===== src/rtl/vga_crtc.sv =====
// 640x400@70Hz text-mode CRT timing: 80x25 cells of 8x16, 32 clk per column; CRTC_CURSOR_BLINK_EN enables cursor blink.
// Latency: every output is a combinational decode of the counters, so an output changes in the same cycle as the counters.
// Backpressure: none. The counters run freely and cannot be stalled.
module vga_crtc #(
  parameter int H_VIS        = 80,
  parameter int H_FP         = 2,
  parameter int H_SYNC       = 12,
  parameter int H_TOT        = 100,
  parameter int V_VIS        = 400,
  parameter int V_FP         = 12,
  parameter int V_SYNC       = 2,
  parameter int V_TOT        = 449,
  parameter int CLK_PER_COL  = 32,
  parameter int BLINK_FRAMES = 16
) (
  input  logic       clk_i,
  input  logic       rst_n_i,
  output logic       col_stb_o,
  output logic [6:0] col_o,
  output logic [8:0] line_o,
  output logic       cursor_o,
  output logic       hsync_o,
  output logic       vsync_o,
  output logic       video_on_o
);

  localparam int DIV_W = (CLK_PER_COL > 1) ? $clog2(CLK_PER_COL) : 1;

  localparam logic [6:0] HS_FIRST = 7'(H_VIS + H_FP);
  localparam logic [6:0] HS_LAST  = 7'(H_VIS + H_FP + H_SYNC - 1);
  localparam logic [8:0] VS_FIRST = 9'(V_VIS + V_FP);
  localparam logic [8:0] VS_LAST  = 9'(V_VIS + V_FP + V_SYNC - 1);

  logic [DIV_W-1:0] div_q;
  logic             div_last;
  logic             col_last;
  logic             line_last;
  logic             line_end;
  logic             frame_end;
  logic             blink_on;

  assign div_last  = (div_q == DIV_W'(CLK_PER_COL - 1));
  assign col_last  = (col_o == 7'(H_TOT - 1));
  assign line_last = (line_o == 9'(V_TOT - 1));
  assign line_end  = div_last && col_last;
  assign frame_end = line_end && line_last;

  always_ff @(posedge clk_i or negedge rst_n_i) begin
    if (!rst_n_i)      div_q <= '0;
    else if (div_last) div_q <= '0;
    else               div_q <= div_q + 1'b1;
  end

  always_ff @(posedge clk_i or negedge rst_n_i) begin
    if (!rst_n_i)      col_o <= '0;
    else if (div_last) col_o <= col_last ? 7'd0 : col_o + 7'd1;
  end

  always_ff @(posedge clk_i or negedge rst_n_i) begin
    if (!rst_n_i)      line_o <= '0;
    else if (line_end) line_o <= line_last ? 9'd0 : line_o + 9'd1;
  end

`ifdef CRTC_CURSOR_BLINK_EN
  localparam int FC_W = (BLINK_FRAMES > 1) ? $clog2(BLINK_FRAMES) : 1;

  logic [FC_W-1:0] frame_q;

  // Blink phase flips at the end of the last frame of each half-period.
  always_ff @(posedge clk_i or negedge rst_n_i) begin
    if (!rst_n_i) begin
      frame_q  <= '0;
      blink_on <= 1'b1;
    end else if (frame_end) begin
      if (frame_q == FC_W'(BLINK_FRAMES - 1)) begin
        frame_q  <= '0;
        blink_on <= ~blink_on;
      end else begin
        frame_q  <= frame_q + 1'b1;
      end
    end
  end
`else
  logic unused_blink_cfg;

  assign blink_on         = 1'b1;
  assign unused_blink_cfg = frame_end ^ (BLINK_FRAMES != 0);
`endif

  assign col_stb_o  = (div_q == '0);
  assign hsync_o    = !((col_o >= HS_FIRST) && (col_o <= HS_LAST));
  assign vsync_o    = (line_o >= VS_FIRST) && (line_o <= VS_LAST);
  assign video_on_o = (col_o < 7'(H_VIS)) && (line_o < 9'(V_VIS));
  // Underline on the bottom two scanlines of every 16-line cell.
  assign cursor_o   = video_on_o && (line_o[3:0] >= 4'd14) && blink_on;

endmodule


===== config.mk =====
export PLATFORM = sky130hd
export DESIGN_NAME = vga_crtc
export DESIGN_NICKNAME = d
export VERILOG_FILES = /design/src/rtl/vga_crtc.sv
export SDC_FILE = /design/constraint.sdc
export NUM_CORES = 1
export LEC_CHECK = 0
export ABC_AREA = 1
export CAP_MARGIN = 30
export CORE_ASPECT_RATIO = 1.75
export CORE_UTILIZATION = 30
export CTS_BUF_LIST = sky130_fd_sc_hd__clkbuf_8
export DETAILED_ROUTE_END_ITERATION = 7
export PLACE_DENSITY_LB_ADDON = 0.25
export SLEW_MARGIN = 0
export SYNTH_ARGS = -nofsm -noshare
export SYNTH_HDL_FRONTEND = slang
export SYNTH_SLANG_ARGS = --single-unit

===== constraint.sdc =====
create_clock -name clk_i -period 2.4 [get_ports clk_i]
set_clock_uncertainty 0.15 [all_clocks]
set_input_delay 0.6 -clock clk_i [delete_from_list [all_inputs] [get_ports clk_i]]
set_output_delay 0.6 -clock clk_i [all_outputs]
set_load 0.02 [all_outputs]

==> impl_summary.txt, run 1 <==
----------------------------------------------------
[Floorplan]
  Vert. Die Dim ... 90.5 µm
  Number of ports placed on the die boundary ... 23
  Starting Density ... 0.317
  Total die area ... 4750 µm²
  Standard-cell rows ... 31
  Die span in x ... 52.5 µm
  Placeable core region ... 4230 µm²

[Critical path]
  CP Capture Type ... primary output
  R2R depth ... 10
  Family of cells with the greatest summed delay on the critical path ... buffers and inverters
  Buffering stage count on the worst path with inverters included ... 2
  Slowest stage delay, CP ... 0.61 ns
  Flop2flop setup slack ... 0.32 ns
  CP max-delay cell ... sky130_fd_sc_hd__clkdlybuf4s50_1
  Critical Path Start Type ... register
  Startpoint of the most critical register-to-register path ... div_q[0]$_DFF_PN0_
  Worst setup path startpoint ... col_o[3]$_DFFE_PN0N_
  Class of the most critical setup path ... register to primary output
  Data required time of the critical path ... 1.65 ns
  Critical path fanouts, max ... 6
  Worst reg2reg path endpoint ... line_o[3]$_DFFE_PN0P_
  Critical Path AT ... about 1.5 ns
  Worst setup path endpoint ... col_o[3]
  Number of logic stages on the critical path including buffering ... 2
  Critical-path cell list ... buf_4, clkdlybuf4s50_1

[Yosys]
  Post-synthesis cell type count ... 26
  Seq cells post-synth ... 21
  Synthesized Nets ... 183
  Count of flip-flops with a built-in enable after synthesis ... 0
  Post-synth top flop ... sky130_fd_sc_hd__dfrtp_1
  Largest area contributor in the synthesized netlist ... sky130_fd_sc_hd__dfrtp_1
  Mean post-synth cell area ... 7.80 µm²
  Gate count after technology mapping ... 172
  Post-synth ARST share ... 1.00
  Ys Warns ... 0
  Proportion of netlist area held by the largest area contributor ... 0.392
  Sequential cell area fraction in the yosys report ... 0.392
  Post-synthesis cell area ... 1340 µm²
  Top post-synthesis cells by area ... sky130_fd_sc_hd__dfrtp_1, sky130_fd_sc_hd__nand2_1, sky130_fd_sc_hd__ha_1

[Route]
  Via count ... 1220
  DR iter-0 viols ... 23
  Post-route ant nets ... 0
  Per-cell via count in the routed design ... around 4.7
  TritonRoute pass-1 iters ... 4
  Post-route DRC ... 0
  DR WL/cell ... 12.3 µm
  Sum of routed wire length over all layers ... 3190 µm

[Cells and area]
  Final cell area excluding filler cells ... between 1500 and 2000 µm²
  Growth of design area from synthesis to finish ... 28.9%
  Fraction of final layout cells with drive strength greater than 1 ... 0.124
  Net count, final ... 221
  Diode insertion count for antenna repair ... 0
  Final core area utilization ... 0.409

[Power]
  Static leakage ... 0.000844 µW
  Peak supply drop ... 203 µV
  Power Dens Cells ... between 300 and 400 nW/µm²

[Clock network]
  Total setup buffers inserted after CTS ... 0
  Total CTS buffers ... 3
  # clock sinks ... 21
  Clock-pin slew of the registers on the worst-case setup and hold paths ... ~0.080 ns
  CTS tree ... yes
  H-tree level count ... 1
  Max Root-Sink Buffers ... 2
  Master cell of the clock root buffer ... sky130_fd_sc_hd__clkbuf_8
  Worst-Skew Late Latency ... 0.26 ns

[Placement]
  Number of I/O port buffers ... 22
  Area after detailed placement ... 1690 µm²
  Worst slack at placement ... 0.0841 ns
  Post-detail-place hpwl ... about 2500 µm
  Gpl congestion ... 0.841

[Timing]
  PnR worst setup slack ... approximately 0.13 ns
  Top achievable clock speed ... 441 MHz
  Setup total negative slack ... 0 ns
  Hold slack ... 0.338 ns
  Setup violation total in the final timing report ... 0
  Tmin final ... 2.27 ns
  Remaining max-slew budget at the tightest pin ... 0.784
  Max-slew violation count ... 0
  RSZ-0062 raised after global routing ... false
  Crit share post-route ... 0.945
  Worst Max-Slew Pin Slew ... roughly 0.32 ns
  Fin. Hold Viols ... 0

[Min path]
  Worst hold path type ... register to register

[GRT]
  Initial antenna violation count ... 0
  Vias in the first global route ... roughly 1300
  Congestion Overflow GR ... 0
  GRT Overall Usage ... 0.156
  Largest net degree at the start of global routing ... 22
  Wire length of the first global-routing pass ... about 5600 µm

[Status]
  Run status ... finished clean

[Run]
  Number of max-cap violations ... 0

----------------------------------------------------
sequential cells by signal, summed over array words and instances (netlist names):
signal / cells
line_o: 9
col_o: 7
div_q: 5
per-stage QoR:
| step | total power (µW) | instances |
|---|---|---|
| 2_1_floorplan | 361 | 172 |
| 3_3_place_gp | 371 | 254 |
| 3_5_place_dp | 371 | 254 |
| 4_1_cts | 606 | 258 |
| 5_1_grt | 625 | 258 |
| 6_report | 598 | 258 |
repair_timing:
| action | 4_1_cts | 5_1_grt |
|---|---|---|
| resized for setup | 5 | 4 |
| endpoints found under the setup margin | 5 | 2 |
| hold buffers | 0 | 0 |
cells by family (layout without fill, tap and decap cells):
family	after synthesis	count (layout)	share of synthesized area
simple gates	89	89	0.315
compound gates	19	19	0.0802
fa+ha+maj	9	9	0.0840
xor+xnor	4	4	0.0261
flops	21	21	0.392
buf+inv	30	67	0.103
final cells by class:
class	instances	area, µm²
clock buffer	3	41.3
fill	426	2500
clock inverter	1	3.75
timing repair buffer	36	315
sequential	21	526
inverter	27	104
multi-input combinational	121	678
tap	49	61.3
layout by cell type, fill, tap and decap left out, drive strengths merged, types with 8 or more instances in the layout:
cell and n:
nand2 41, inv 28, nor2 24, dfrtp 21, nand3 18, clkdlybuf4s50 17, buf 14, ha 9
a21oi 8, o21ai 8
worst min path at each step:
stage                             from                    to  slack, ns  cells past startpoint
finish              div_q[0]$_DFF_PN0_    div_q[0]$_DFF_PN0_       0.34                      1
global route        div_q[0]$_DFF_PN0_    div_q[0]$_DFF_PN0_       0.37                      1
CTS                 div_q[0]$_DFF_PN0_    div_q[0]$_DFF_PN0_       0.35                      1
detailed placement  div_q[0]$_DFF_PN0_    div_q[0]$_DFF_PN0_       0.34                      1
global placement    div_q[0]$_DFF_PN0_    div_q[0]$_DFF_PN0_       0.32                      1
floorplan                      rst_n_i  col_o[0]$_DFFE_PN0N_       0.15                      0
routing by layer:
| metal | track usage | wire length [µm] | vias to the layer above |
|---|---|---|---|
| met1 | 0.171 | 1280 | 566 |
| met3 | 0.0202 | 110 | 8 |
| li1 | - | - | 617 |
| met4 | 0.0636 | 85 | 0 |
| met5 | 0 | 0 | - |
| met2 | 0.283 | 1710 | 29 |
synth_stat cells, types with 2 or more instances:
cell type                 count
sky130_fd_sc_hd__a21oi_1      8
sky130_fd_sc_hd__nor2_8       2
sky130_fd_sc_hd__nand2_1     40
sky130_fd_sc_hd__nor2_1      22
sky130_fd_sc_hd__nor3_1       2
sky130_fd_sc_hd__ha_1         9
sky130_fd_sc_hd__o21ai_1      3
sky130_fd_sc_hd__o21ai_0      5
sky130_fd_sc_hd__nand3_1     17
sky130_fd_sc_hd__inv_1       25
sky130_fd_sc_hd__dfrtp_1     21
sky130_fd_sc_hd__xor2_1       4
report_power, final:
part	leakage [µW]	internal, µW	switching [µW]
Sequential	0.000279	353	0
Combinational	0.000538	2.50	7.16
Clock	0.0000269	114	120
Total	0.000844	470	127
Note: power is estimated with default switching activity, not from simulation.
==> inputs of run 2 (changes only) <==
--- a/config.mk
+++ b/config.mk
@@ -7,6 +7,8 @@
 export LEC_CHECK = 0
 export ABC_AREA = 1
 export CAP_MARGIN = 30
+export CELL_PAD_IN_SITES_DETAIL_PLACEMENT = 0
+export CELL_PAD_IN_SITES_GLOBAL_PLACEMENT = 1
 export CORE_ASPECT_RATIO = 1.75
 export CORE_UTILIZATION = 30
 export CTS_BUF_LIST = sky130_fd_sc_hd__clkbuf_8
==> run 2 against run 1 <==
Effect of this change:
- non-clock buffer count fell by 4
- critical path type unchanged
- clock power barely moved
- setup slack got worse by 0.014 ns
- worst hold slack got worse by 0.0032 ns
- register-to-register slack barely moved
==> impl_summary.txt, run 2 (synthesized netlist as in run 1, its figures left out) <==
----------------------------------------------------
[Clock network]
  Number of hold buffers added after cts ... 0 (unchanged)
  Clock-pin slew of the registers on the worst-case setup and hold paths ... 0.08 ns (about the same)
  Master cell of the clock root buffer ... sky130_fd_sc_hd__clkbuf_8
  Max Root-Sink Buffers ... 2 (unchanged)
  CTS tree ... yes
  H-tree level count ... 1 (unchanged)
  Worst-Skew Late Latency ... 0.26 ns (about the same)
  # clock sinks ... 21 (unchanged)
  Total setup buffers inserted after CTS ... 0 (unchanged)
  Total CTS buffers ... 3 (unchanged)

[Floorplan]
  Number of ports placed on the die boundary ... 23 (unchanged)
  Placeable core region ... 4230 µm² (unchanged)
  Starting Density ... 0.317 (unchanged)
  Total die area ... 4750 µm² (unchanged)
  Die span in x ... 52.5 µm (unchanged)
  Vert. Die Dim ... 90.5 µm (unchanged)
  Standard-cell rows ... 31 (unchanged)

[Critical path]
  Worst reg2reg path endpoint ... line_o[5]$_DFFE_PN0P_
  Worst setup path startpoint ... col_o[5]$_DFFE_PN0N_
  Data required time of the critical path ... 1.65 ns (about the same)
  Class of the most critical setup path ... register to primary output
  R2R depth ... 10 (unchanged)
  Critical path fanouts, max ... 5 (-1)
  Critical Path Start Type ... register
  CP Capture Type ... primary output
  Flop2flop setup slack ... 0.33 ns (about the same)
  Startpoint of the most critical register-to-register path ... div_q[0]$_DFF_PN0_
  Critical Path AT ... 1.53 ns (about the same)

[Power]
  Portion of total power attributed to the clock network ... 0.392 (about the same)
  Static leakage ... 0.000820 µW (-2.8%)
  Power Dens Cells ... 351 nW/µm² (+1.6%)
  Part of the power in registers ... 0.592 (about the same)
  Sw Share ... 0.213 (-0.000486)
  Peak supply drop ... 182 µV (-10%)
  Int Pwr ... 470 µW (about the same)
  Comb power frac ... 0.016 (about the same)
  Net Sw Power ... 127 µW (-0.31%)

[Timing]
  Setup total negative slack ... 0 ns (unchanged)
  Setup violation total in the final timing report ... 0 (unchanged)
  Max-slew violation count ... 0 (unchanged)
  Top achievable clock speed ... 438 MHz (-0.61%)
  Crit share post-route ... 0.950 (+0.00584)
  Fin. Hold Viols ... 0 (unchanged)
  Tmin final ... 2.28 ns (+0.0140 ns)
  Worst Max-Slew Pin Slew ... 0.292 ns (-0.0330 ns)
  Remaining max-slew budget at the tightest pin ... 0.806 (+0.0220)
  RSZ-0062 raised after global routing ... false

[Cells and area]
  Largest register FFs ... 9 (unchanged)
  Fraction of final layout cells with drive strength greater than 1 ... 0.112 (-0.0122)
  Net count, final ... 217 (-1.8%)
  Non-filler cells, final ... 254 (-1.6%)
  Registers with the most flip-flops ... line_o x9, col_o x7, div_q x5
  Growth of design area from synthesis to finish ... 26.8%
  Leading cell types in the layout, fill and taps excluded ... sky130_fd_sc_hd__nand2_1, sky130_fd_sc_hd__inv_1, sky130_fd_sc_hd__nor2_1
  Diode insertion count for antenna repair ... 0 (unchanged)
  Most frequent standard cell in the layout excluding fill and tap cells ... sky130_fd_sc_hd__nand2_1
  Largest Register ... line_o

[Placement]
  Placed Cells incl. Taps ... 250 (-1.6%)
  Gpl congestion ... 0.772 (-8.2%)
  Post-detail-place hpwl ... 2670 µm (+6.7%)
  Number of I/O port buffers ... 22 (unchanged)

[Route]
  Per-cell via count in the routed design ... 4.78 (+1.1%)
  Post-route ant nets ... 0 (unchanged)
  DR WL/cell ... 13.1 µm (+6.4%)
  DR iter-0 viols ... 21 (-8.7%)
  Via count ... 1214 (-0.49%)
  Post-route DRC ... 0 (unchanged)
  TritonRoute pass-1 iters ... 5 (+1)
  Sum of routed wire length over all layers ... 3340 µm (+4.8%)

[GRT]
  Initial antenna violation count ... 0 (unchanged)
  Largest net degree at the start of global routing ... 22 (unchanged)
  Congestion Overflow GR ... 0 (unchanged)
  Vias in the first global route ... 1217 (-7.2%)
  Wire length of the first global-routing pass ... 5490 µm (-2.7%)
  GRT Overall Usage ... 0.156 (+0.000299)

[Min path]
  Endpoint, Worst Hold ... div_q[0]$_DFF_PN0_
  Hold Crit Depth ... 1 (unchanged)
  Worst hold path type ... register to register
  Hold path startpoint ... div_q[0]$_DFF_PN0_

[Status]
  Run status ... finished clean

[Run]
  Number of max-cap violations ... 0 (unchanged)

----------------------------------------------------
==> run 2: cell types whose count changed in the layout (fill, tap and decap cells not counted), sizes merged <==
cell | before | now
buf | 14 | 10
==> run 2: how the worst max path moves through the flow <==
stage,to,cells after the start
6_report,hsync_o,5
5_1_grt,hsync_o,5
3_3_place_gp,cursor_o,5
4_1_cts,cursor_o,6
3_5_place_dp,cursor_o,6
2_1_floorplan,vsync_o,4
==> run 2: power by group through the flow <==
stage | Combinational (µW) | Sequential (µW) | Clock [µW]
4_1_cts | 10.5 | 353 | 245
2_1_floorplan | 0.000397 | 361 | 0
5_1_grt | 11.8 | 353 | 256
3_5_place_dp | 10.5 | 361 | 0
3_3_place_gp | 10.2 | 361 | 0
6_report | 9.63 | 353 | 234
==> run 2: repair_timing <==
item / 4_1_cts / 5_1_grt
cloned: 0 / 0
setup endpoints to repair: 5 / 1
resized for setup: 6 / 3
hold endpoints to repair: 0 / 0
==> run 2: metal layers <==
layer  vias up  GRT usage  routed length, µm  share of wire
li1        609          -                  -              -
met1       580      0.152               1210           0.36
met2        21      0.304               1980           0.59
met3         4     0.0168                 86          0.026
met4         0     0.0658                 59          0.018
met5         -          0                  0              0
==> run 2: worst max-delay path, stage by stage, from the launching register on <==
cell	delay, ns
sky130_fd_sc_hd__dfrtp_1	0.42
sky130_fd_sc_hd__inv_1	0.10
sky130_fd_sc_hd__nand3_1	0.14
sky130_fd_sc_hd__o21ai_0	0.20
sky130_fd_sc_hd__a21oi_1	0.09
sky130_fd_sc_hd__dlygate4sd2_1	0.32
==> run 2: through the flow <==
step | total power (µW) | hold WS [ns] | setup slack (ns) | utilization | instance area (µm²)
after global routing | 621 | 0.348 | 0.0181 | 0.402 | 1700
final | 597 | 0.335 | 0.119 | 0.402 | 1700
after detailed placement | 371 | 0.327 | 0.0748 | 0.394 | 1660
after floorplan | 361 | 0.154 | 0.220 | - | 1340
after global placement | 371 | 0.320 | 0.120 | 0.394 | 1660
after CTS | 609 | 0.340 | 0.0387 | 0.403 | 1700
==> run 2: area by class of cell <==
cell class | count | area [µm²]
clock buffer | 3 | 41.3
clock inverter | 1 | 3.75
fill | 442 | 2530
inverter | 27 | 104
multi-input combinational | 121 | 678
sequential | 21 | 527
tap | 49 | 61.3
timing repair buffer | 32 | 285
==> inputs of run 3 (changes only) <==
--- a/config.mk
+++ b/config.mk
@@ -13,7 +13,9 @@
 export CORE_UTILIZATION = 30
 export CTS_BUF_LIST = sky130_fd_sc_hd__clkbuf_8
 export DETAILED_ROUTE_END_ITERATION = 7
+export GPL_ROUTABILITY_DRIVEN = 1
 export PLACE_DENSITY_LB_ADDON = 0.25
+export SKIP_CTS_REPAIR_TIMING = 1
 export SLEW_MARGIN = 0
 export SYNTH_ARGS = -nofsm -noshare
 export SYNTH_HDL_FRONTEND = slang
==> run 3 against run 2 <==
Effect of this change:
- setup slack better by 0.051 ns
- sequential power barely moved
- final area rose by 1.3%
- combinational power is essentially flat
- cell count is the same
- clock-buffer cell count unchanged
- via count down 0.16%
- non-clock buffer count stayed put
- die area is the same
- highest routed layer unchanged
==> impl_summary.txt, run 3 (synthesized netlist as in run 1, its figures left out) <==
----------------------------------------------------
[Timing]
  Max-slew violation count ... 0 (unchanged)
  Hold slack ... 0.335 ns (-0.000170 ns)
  Remaining max-slew budget at the tightest pin ... 0.806 (about the same)
  Fin. Hold Viols ... 0 (unchanged)
  Tmin final ... 2.23 ns (-0.0513 ns)
  Top achievable clock speed ... 448 MHz (+2.3%)
  Worst Max-Slew Pin Slew ... 0.292 ns (-0.00000274 ns)
  PnR worst setup slack ... 0.170 ns (+0.0513 ns)
  Setup total negative slack ... 0 ns (unchanged)
  Setup violation total in the final timing report ... 0 (unchanged)
  Crit share post-route ... 0.929 (-0.0214)
  RSZ-0062 raised after global routing ... false

[Power]
  Static leakage ... 0.000869 µW (+5.9%)
  Portion of total power attributed to the clock network ... 0.389 (-0.003)
  Part of the power in registers ... 0.595 (+0.003)
  Power Dens Cells ... 345 nW/µm² (-1.8%)
  Comb power frac ... 0.016 (about the same)
  Int Pwr ... 470 µW (about the same)
  Net Sw Power ... 124 µW (-2.2%)
  Sw Share ... 0.209 (-0.00361)
  Peak supply drop ... 180 µV (-0.99%)

[Critical path]
  Class of the most critical setup path ... register to primary output
  Data required time of the critical path ... 1.65 ns (about the same)
  CP Capture Type ... primary output
  Critical Path AT ... 1.48 ns (-0.05 ns)
  Critical Path Start Type ... register
  Critical path fanouts, max ... 3 (-2)

[Cells and area]
  Largest register FFs ... 9 (unchanged)
  Final core area utilization ... 0.408 (+0.00533)
  Fillers ... 435 (-1.6%)
  Final cell area excluding filler cells ... 1720 µm² (+1.3%)
  Net count, final ... 217 (unchanged)
  Leading cell types in the layout, fill and taps excluded ... sky130_fd_sc_hd__nand2_1, sky130_fd_sc_hd__inv_1, sky130_fd_sc_hd__nor2_1
  Registers with the most flip-flops ... line_o x9, col_o x7, div_q x5
  Fraction of final layout cells with drive strength greater than 1 ... 0.107 (-0.00488)
  Growth of design area from synthesis to finish ... 28.5%
  Largest Register ... line_o
  Diode insertion count for antenna repair ... 0 (unchanged)
  Most frequent standard cell in the layout excluding fill and tap cells ... sky130_fd_sc_hd__nand2_1

[GRT]
  Congestion Overflow GR ... 0 (unchanged)
  Largest net degree at the start of global routing ... 22 (unchanged)
  Wire length of the first global-routing pass ... 5460 µm (-0.51%)
  GRT Overall Usage ... 0.155 (-0.000762)
  Initial antenna violation count ... 0 (unchanged)
  Vias in the first global route ... 1220 (+0.25%)

[Status]
  Run status ... finished clean

[Placement]
  Worst slack at placement ... 0.0748 ns (unchanged)
  Area after detailed placement ... 1660 µm² (unchanged)
  Number of I/O port buffers ... 22 (unchanged)
  Gpl congestion ... 0.772 (unchanged)
  Post-detail-place hpwl ... 2670 µm (unchanged)

[Route]
  TritonRoute pass-1 iters ... 4 (-1)
  DR iter-0 viols ... 20 (-4.8%)
  Post-route DRC ... 0 (unchanged)
  Via count ... 1212 (-0.16%)
  Post-route ant nets ... 0 (unchanged)
  DR WL/cell ... 13.2 µm (+0.18%)
  Per-cell via count in the routed design ... 4.77 (-0.16%)
  Sum of routed wire length over all layers ... 3340 µm (+0.18%)

[Clock network]
  # clock sinks ... 21 (unchanged)
  Total CTS buffers ... 3 (unchanged)
  Clock-pin slew of the registers on the worst-case setup and hold paths ... 0.08 ns (about the same)
  CTS tree ... yes
  Master cell of the clock root buffer ... sky130_fd_sc_hd__clkbuf_8
  H-tree level count ... 1 (unchanged)
  Worst-Skew Late Latency ... 0.26 ns (about the same)
  Max Root-Sink Buffers ... 2 (unchanged)

[Floorplan]
  Standard-cell rows ... 31 (unchanged)
  Starting Density ... 0.317 (unchanged)
  Die span in x ... 52.5 µm (unchanged)
  Placeable core region ... 4230 µm² (unchanged)
  Vert. Die Dim ... 90.5 µm (unchanged)
  Total die area ... 4750 µm² (unchanged)
  Number of ports placed on the die boundary ... 23 (unchanged)

[Run]
  Number of max-cap violations ... 0 (unchanged)

[Min path]
  Worst hold path type ... register to register

----------------------------------------------------
run 3: cell type report:
class                           count  area (µm²)  area share
Clock buffer                        3        41.3      0.0240
Clock inverter                      1        3.75     0.00218
Inverter                           27         104      0.0603
Multi-Input combinational cell    121         678       0.394
Sequential cell                    21         527       0.306
Tap cell                           49        61.3      0.0356
Timing Repair Buffer               32         308       0.179
run 3: stage by stage:
stage | cells | power (µW)
final | 254 | 594
after global routing | 254 | 621
after floorplan | 172 | 361
after detailed placement | 250 | 371
after CTS | 254 | 609
after global placement | 250 | 371
run 3: worst paths after layout:
path / start / to / slack [ns] / depth (start not counted)
max: line_o[5]$_DFFE_PN0P_ / cursor_o / 0.17 / 6
min: div_q[0]$_DFF_PN0_ / div_q[0]$_DFF_PN0_ / 0.33 / 1
max reg2reg: div_q[0]$_DFF_PN0_ / line_o[5]$_DFFE_PN0P_ / 0.32 / 10
min reg2reg: div_q[0]$_DFF_PN0_ / div_q[0]$_DFF_PN0_ / 0.33 / 1
max in group asynchronous: rst_n_i / col_o[2]$_DFFE_PN0N_ / 1.32 / 2
min in group asynchronous: rst_n_i / col_o[1]$_DFFE_PN0N_ / 0.53 / 2
run 3: routing by layer:
metal,global-route usage,vias up,wire length (µm)
met1,0.153,577,1210
li1,-,608,-
met2,0.301,23,1980
met3,0.0168,4,91
met4,0.0658,0,59
met5,0,-,0
run 3: power groups by stage:
stage	clock network, µW	logic [µW]	registers (µW)
6_report	231	9.63	353
5_1_grt	256	11.8	353
4_1_cts	245	10.5	353
3_5_place_dp	0	10.5	361
3_3_place_gp	0	10.2	361
2_1_floorplan	0	0.000397	361
run 3: critical path, stage by stage (launching register included):
cell,delay [ns]
sky130_fd_sc_hd__dfrtp_1,0.40
sky130_fd_sc_hd__inv_1,0.11
sky130_fd_sc_hd__nand2_1,0.08
sky130_fd_sc_hd__o21bai_1,0.13
sky130_fd_sc_hd__nand3_1,0.11
sky130_fd_sc_hd__nor3_1,0.15
sky130_fd_sc_hd__dlymetal6s2s_1,0.25
